**config.mk**
```make
export PLATFORM = sky130hd
export DESIGN_NAME = reorder_buffer
export DESIGN_NICKNAME = d
export VERILOG_FILES = /design/src/rtl/reorder_buffer.sv
export SDC_FILE = /design/constraint.sdc
export NUM_CORES = 2
export LEC_CHECK = 0
export CORE_MARGIN = 1.5
export CORE_UTILIZATION = 40
export CTS_CLUSTER_SIZE = 30
export DETAILED_ROUTE_END_ITERATION = 8
export PLACE_DENSITY_LB_ADDON = 0.2
export REMOVE_ABC_BUFFERS = 1
export SYNTH_ARGS = -nofsm -noshare
export SYNTH_HDL_FRONTEND = slang
export SYNTH_SLANG_ARGS = --single-unit
```
**constraint.sdc**
```tcl
create_clock -name clk_in -period 8.6 [get_ports clk_in]
set_input_delay 2.15 -clock clk_in [delete_from_list [all_inputs] [get_ports clk_in]]
set_output_delay 2.15 -clock clk_in [all_outputs]
set_load 0.05 [all_outputs]
```
**src/rtl/reorder_buffer.sv**
```systemverilog
// Circular reorder buffer: hands out tags at dispatch, collects ALU results,
// retires in program order, and flushes everything on a branch mispredict.
module reorder_buffer #(
    parameter int ROB_SIZE = 16,
    parameter int TAG_W    = 5,
    parameter int XLEN     = 32
) (
    input  logic             clk_in,
    input  logic             rst_in,
    input  logic             rdy_in,
    input  logic             dispatch_rdy,
    input  logic             up_has_rd,
    input  logic             up_is_branch,
    input  logic             up_pred_taken,
    output logic [TAG_W-1:0] next_tag,
    output logic             ROB_FULL,
    input  logic [TAG_W-1:0] query_rs1_tag,
    input  logic [TAG_W-1:0] query_rs2_tag,
    output logic             ROB_rs1_valid,
    output logic             ROB_rs2_valid,
    output logic [XLEN-1:0]  ROB_rs1_ans_output,
    output logic [XLEN-1:0]  ROB_rs2_ans_output,
    input  logic             alu_rdy,
    input  logic [TAG_W-1:0] alu_tag,
    input  logic [XLEN-1:0]  alu_ans,
    input  logic             alu_jump,
    input  logic [XLEN-1:0]  alu_next_pc,
    output logic             ROB_write_reg_rdy,
    output logic [XLEN-1:0]  ROB_write_val,
    output logic [TAG_W-1:0] ROB_head_tag,
    output logic             clear,
    output logic [XLEN-1:0]  clear_pc
);

    localparam logic [TAG_W-1:0] ONE     = TAG_W'(1);
    localparam logic [TAG_W-1:0] LAST    = TAG_W'(ROB_SIZE);
    localparam logic [TAG_W-1:0] FULL_AT = TAG_W'(ROB_SIZE - 2);

    // Entry 0 exists only so tags index the arrays directly; it is never busy.
    logic [ROB_SIZE:0] busy_q, ready_q, has_rd_q, is_branch_q, pred_q, jump_q;
    logic [XLEN-1:0]   val_q     [0:ROB_SIZE];
    logic [XLEN-1:0]   next_pc_q [0:ROB_SIZE];

    logic [TAG_W-1:0] head_q, tail_q, count_q;
    logic             do_alloc, do_wb, do_commit, mispredict, wb_live;

    function automatic logic [TAG_W-1:0] wrap_inc(input logic [TAG_W-1:0] p);
        return (p == LAST) ? ONE : p + ONE;
    endfunction

    function automatic logic tag_ok(input logic [TAG_W-1:0] t);
        return (t != '0) && (t <= LAST);
    endfunction

    // Operand lookup: a same-cycle ALU result wins over the stored value.
    function automatic logic [XLEN:0] lookup(input logic [TAG_W-1:0] t);
        lookup = '0;
        if (tag_ok(t)) begin
            if (wb_live && alu_tag == t)
                lookup = {1'b1, alu_ans};
            else if (busy_q[t] && ready_q[t])
                lookup = {1'b1, val_q[t]};
        end
    endfunction

    // Upstream units flush during the clear cycle, so their requests are stale.
    assign wb_live    = alu_rdy && !clear;
    assign do_alloc   = rdy_in && !clear && dispatch_rdy && (count_q < LAST);
    assign do_wb      = rdy_in && wb_live && tag_ok(alu_tag) && busy_q[alu_tag];
    assign do_commit  = rdy_in && busy_q[head_q] && ready_q[head_q];
    assign mispredict = do_commit && is_branch_q[head_q] && (jump_q[head_q] != pred_q[head_q]);

    assign next_tag = tail_q;
    assign ROB_FULL = (count_q >= FULL_AT);

    always_comb begin
        {ROB_rs1_valid, ROB_rs1_ans_output} = lookup(query_rs1_tag);
        {ROB_rs2_valid, ROB_rs2_ans_output} = lookup(query_rs2_tag);
    end

    // NOTE: sequential state uses non-blocking assignments so every process
    // sees the pre-edge values; later assignments in a block win on conflicts.
    always_ff @(posedge clk_in or negedge rst_in) begin
        if (!rst_in) begin
            head_q  <= ONE;
            tail_q  <= ONE;
            count_q <= '0;
            busy_q  <= '0;
            ready_q <= '0;
        end else if (mispredict) begin
            head_q  <= ONE;
            tail_q  <= ONE;
            count_q <= '0;
            busy_q  <= '0;
            ready_q <= '0;
        end else begin
            if (do_alloc) begin
                busy_q[tail_q]  <= 1'b1;
                ready_q[tail_q] <= 1'b0;
                tail_q          <= wrap_inc(tail_q);
            end
            if (do_wb)
                ready_q[alu_tag] <= 1'b1;
            if (do_commit) begin
                busy_q[head_q]  <= 1'b0;
                ready_q[head_q] <= 1'b0;
                head_q          <= wrap_inc(head_q);
            end
            case ({do_alloc, do_commit})
                2'b10:   count_q <= count_q + ONE;
                2'b01:   count_q <= count_q - ONE;
                default: count_q <= count_q;
            endcase
        end
    end

    // NOTE: payload storage has no reset; it is only ever read behind busy/ready,
    // which are reset, so clearing it would add reset fan-out for nothing.
    always_ff @(posedge clk_in) begin
        if (do_alloc) begin
            has_rd_q[tail_q]    <= up_has_rd;
            is_branch_q[tail_q] <= up_is_branch;
            pred_q[tail_q]      <= up_pred_taken;
        end
        if (do_wb) begin
            val_q[alu_tag]     <= alu_ans;
            jump_q[alu_tag]    <= alu_jump;
            next_pc_q[alu_tag] <= alu_next_pc;
        end
    end

    always_ff @(posedge clk_in or negedge rst_in) begin
        if (!rst_in) begin
            ROB_write_reg_rdy <= 1'b0;
            ROB_write_val     <= '0;
            ROB_head_tag      <= ONE;
            clear             <= 1'b0;
            clear_pc          <= '0;
        end else if (rdy_in) begin
            ROB_write_reg_rdy <= do_commit && has_rd_q[head_q];
            clear             <= mispredict;
            if (do_commit) begin
                ROB_write_val <= val_q[head_q];
                ROB_head_tag  <= wrap_inc(head_q);
            end
            if (mispredict)
                clear_pc <= next_pc_q[head_q];
        end else begin
            ROB_write_reg_rdy <= 1'b0;
            clear             <= 1'b0;
        end
    end

endmodule

```
==> run summary <==
status -> finished, final reports clean
drt via density -> 6.16
Initial Utilization -> 0.403
clock root cell -> clkbuf_16
Largest stage delay, worst path -> 0.95 ns
final hold vios -> 0
leading post-synthesis cells by cell area -> edfxtp_1, mux4_2, dfrtp_1
vias -> 32200
CP Cell Sequence -> clkdlybuf4s50_1 > xor2_1 > nor4_1 > nand3_4 > a21oi_1 > a21oi_4 > a211oi_1 > clkdlybuf4s50_1
Avg Inst Size Synth -> 20.2 um2
fill count -> 12100
total power -> 16.3 mW
CP startpoint kind -> input pin
layout cell share with drive strength beyond 1 -> 0.334
Sw Ratio -> 0.278
Worst path most repeated cell -> clkdlybuf4s50_1
hpwl dp -> 95500 um
postcts setup bufs -> 0
Detailed Route Iter0 Violations -> 3542
global route overflow -> 0
Total Nets Final -> 3299
#FFs+latches synth -> 1276
CTS Buf Count -> 141
Clock Sink Count -> 1276
Post-Syn Area -> 58800 um2
final setup fails -> 0
worst reg-to-reg path cell count -> 13
dpl cells -> 4975
Max Cap Viol -> 0
number of synthesized flops with an enable pin -> 1156
drt wl/cell -> 32.5 um
peak supply drop -> 0.000219 V
critical path's slowest cell -> clkdlybuf4s50_1
ys async rst share -> 0.0940
pwr dens -> 240 nW/um2
Die Y -> 386 um
RSZ-0062 raised after global routing -> false
TritonCTS clock tree -> done
Sequential Power Share -> 0.441
Leak -> 22.2 nW
number of global-route vias before repair -> 33900
sequential area share after synthesis -> 0.642
Pre-antenna DRT Iters -> 5
Final Non-Filler Cells -> 5236
antenna violations before repair -> 13
Top FF cell, synth -> edfxtp_1
Final period util -> 0.923
Area Overhead vs Synth -> 15.7%
Slew Viols, Final -> 0
critical path data required time -> 6.45 ns
Routed WL -> 170000 um
Clk network pwr share -> 0.364
CP Capture Type -> primary output
Clock H-tree levels -> 4
die area -> 149000 um2
cells after synthesis -> 2915
All-Layer GR Usage -> 0.231
top cells by count, synth -> edfxtp_1, mux4_2, nor2_1
area leader, netlist -> edfxtp_1
CTS resizes -> 0
Die Wd -> 386 um
crit-path max FO -> 19
Sw Pwr -> 4.54 mW
hold path depth -> 2
I/O pins -> 231
max frequency -> 126 MHz
Yosys cell types -> 71
Max Root-Sink Buffers -> 3
Cell Int Power -> 11.8 mW
# rows -> 140
Clock transition at path regs -> 0.06 ns
Rel. slew slack -> 0.226
min cycle time layout -> 7.94 ns
first-pass GRT wire length -> 245000 um
critical path arrival -> 5.79 ns
most frequent cell after synthesis -> edfxtp_1
Combinational Power Share -> 0.196
GPL Wtd Cong -> 0.881
yosys warns -> 0
remaining antenna violation count -> 0
share of Yosys cell area claimed by the top area cell type -> 0.590
largest net degree at the start of global routing -> 129
core region area -> 146000 um2
HP Class -> reg2reg
IO buf count -> 230
number of cells on the critical path -> 8
drt drc -> 0
Setup Crit Path Kind -> in2out
Critical path buffers and inverters -> 2
hold_buf cts -> 0
CP delay by family, top -> buffers and inverters
Clock Latency Late Sink -> 0.79 ns
clk_skew -> 0.0300 ns
Worst Max-Slew Pin Slew -> 1.16 ns
## cells in the final DEF, fill, tap and decap left out, drive strengths merged, types with 3 or more instances in the layout
master	synthesis	routed
a221oi	6	6
conb	1	65
nor2	123	123
edfxtp	1156	1156
bufinv	0	9
a21oi	23	23
inv	27	31
nor3	15	15
nand2	80	80
xnor2	4	4
a211oi	90	90
clkinvlp	0	5
nor3b	4	4
mux2	66	66
dfrtp	117	117
clkdlybuf4s50	0	180
o211ai	13	13
mux2i	101	101
a31oi	3	3
clkbuf	107	173
nand2b	9	9
clkinv	0	70
nor4	6	6
nand3	30	30
nor2b	5	5
nand4	6	6
mux4	666	666
and4b	3	3
a311oi	4	4
or3	3	3
xor2	11	11
a22oi	4	4
o21ai	57	57
ha	10	10
and3	6	6
dfstp	3	3
buf	124	128
## state kept, by name, summed over array words and instances, names as in the netlist
signal and flops:
clear_pc 32, head_q 5, pred_q 17, next_tag 5, has_rd_q 17, ready_q 17, next_pc_q 544, jump_q 17
ROB_head_tag 5, busy_q 17, val_q 544, is_branch_q 17, ROB_write_reg_rdy 1, clear 1, ROB_write_val 32, count_q 5
## final timing paths
| kind | startpoint | endpoint | slack [ns] |
|---|---|---|---|
| worst min-delay path | ROB_head_tag[1] | ROB_head_tag[1] | 0.48 |
| worst max-delay path | alu_tag[2] | ROB_rs1_ans_output[24] | 0.66 |
| worst min register to register | ROB_head_tag[1] | ROB_head_tag[1] | 0.48 |
| min in group asynchronous | rst_in | ROB_write_val[27] | 1.24 |
| max in group asynchronous | rst_in | head_q[1] | 6.00 |
| worst max register to register | head_q[0] | count_q[4] | 3.26 |
## stage by stage
step,TNS (ns),utilization,setup slack [ns],area (um2),hold slack (ns)
finish,0,0.467,0.664,68000,0.477
global route,0,0.467,0.526,68000,0.513
CTS,0,0.467,0.642,68000,0.481
detailed placement,0,0.436,0.652,63500,0.466
global placement,0,0.436,0.581,63500,0.467
floorplan,-87.58,-,-1.38,58000,0.479
## per-layer routing
metal  share of wire  up-vias  wire [um]  global-route usage
li1                -    13000          -                   -
met1            0.41    17600      70000               0.310
met2            0.49     1289      84200               0.378
met3           0.065      332      11100              0.0467
met4           0.029       20       4980              0.0742
met5         0.00076        -        130                   0
## worst min-delay path, stage by stage, from the launching register on
cell and delay, ns:
dfrtp_1 0.34, nand2_1 0.05, nand2_1 0.06
## power by group through the flow
stage	clock network [mW]	logic (mW)	registers, mW
2_1_floorplan	0	2.15	7.70
3_3_place_gp	0	3.18	7.31
3_5_place_dp	0	3.21	7.32
4_1_cts	6.07	3.22	7.19
5_1_grt	6.29	3.38	7.21
6_report	5.94	3.19	7.19
## final cells by class
class | instances | area (um2) | area share
inverters | 27 | 113 | 0.00166
repair buffers | 310 | 2950 | 0.0434
clock buffers | 171 | 3740 | 0.0550
flip-flops and latches | 1276 | 37700 | 0.555
clock inverters | 88 | 792 | 0.0116
multi-input cells | 1445 | 20300 | 0.298
diodes | 2 | 5.00 | 0.0000736
well taps | 1917 | 2400 | 0.0353
## cells by family (layout without fill, tap and decap cells)
logic type | count (synthesis) | in the layout | synth area share
DFF | 1276 | 1276 | 0.642
muxes | 833 | 833 | 0.285
and+or+nand+nor | 303 | 303 | 0.0239
buffers and inverters | 258 | 596 | 0.0199
AOI/OAI and AO/OA | 219 | 219 | 0.0252
xor gates and xnor gates | 15 | 15 | 0.00223
adders and majority gates | 10 | 10 | 0.00213
other | 1 | 67 | 0.0000638
Note: power is estimated with default switching activity, not from simulation.
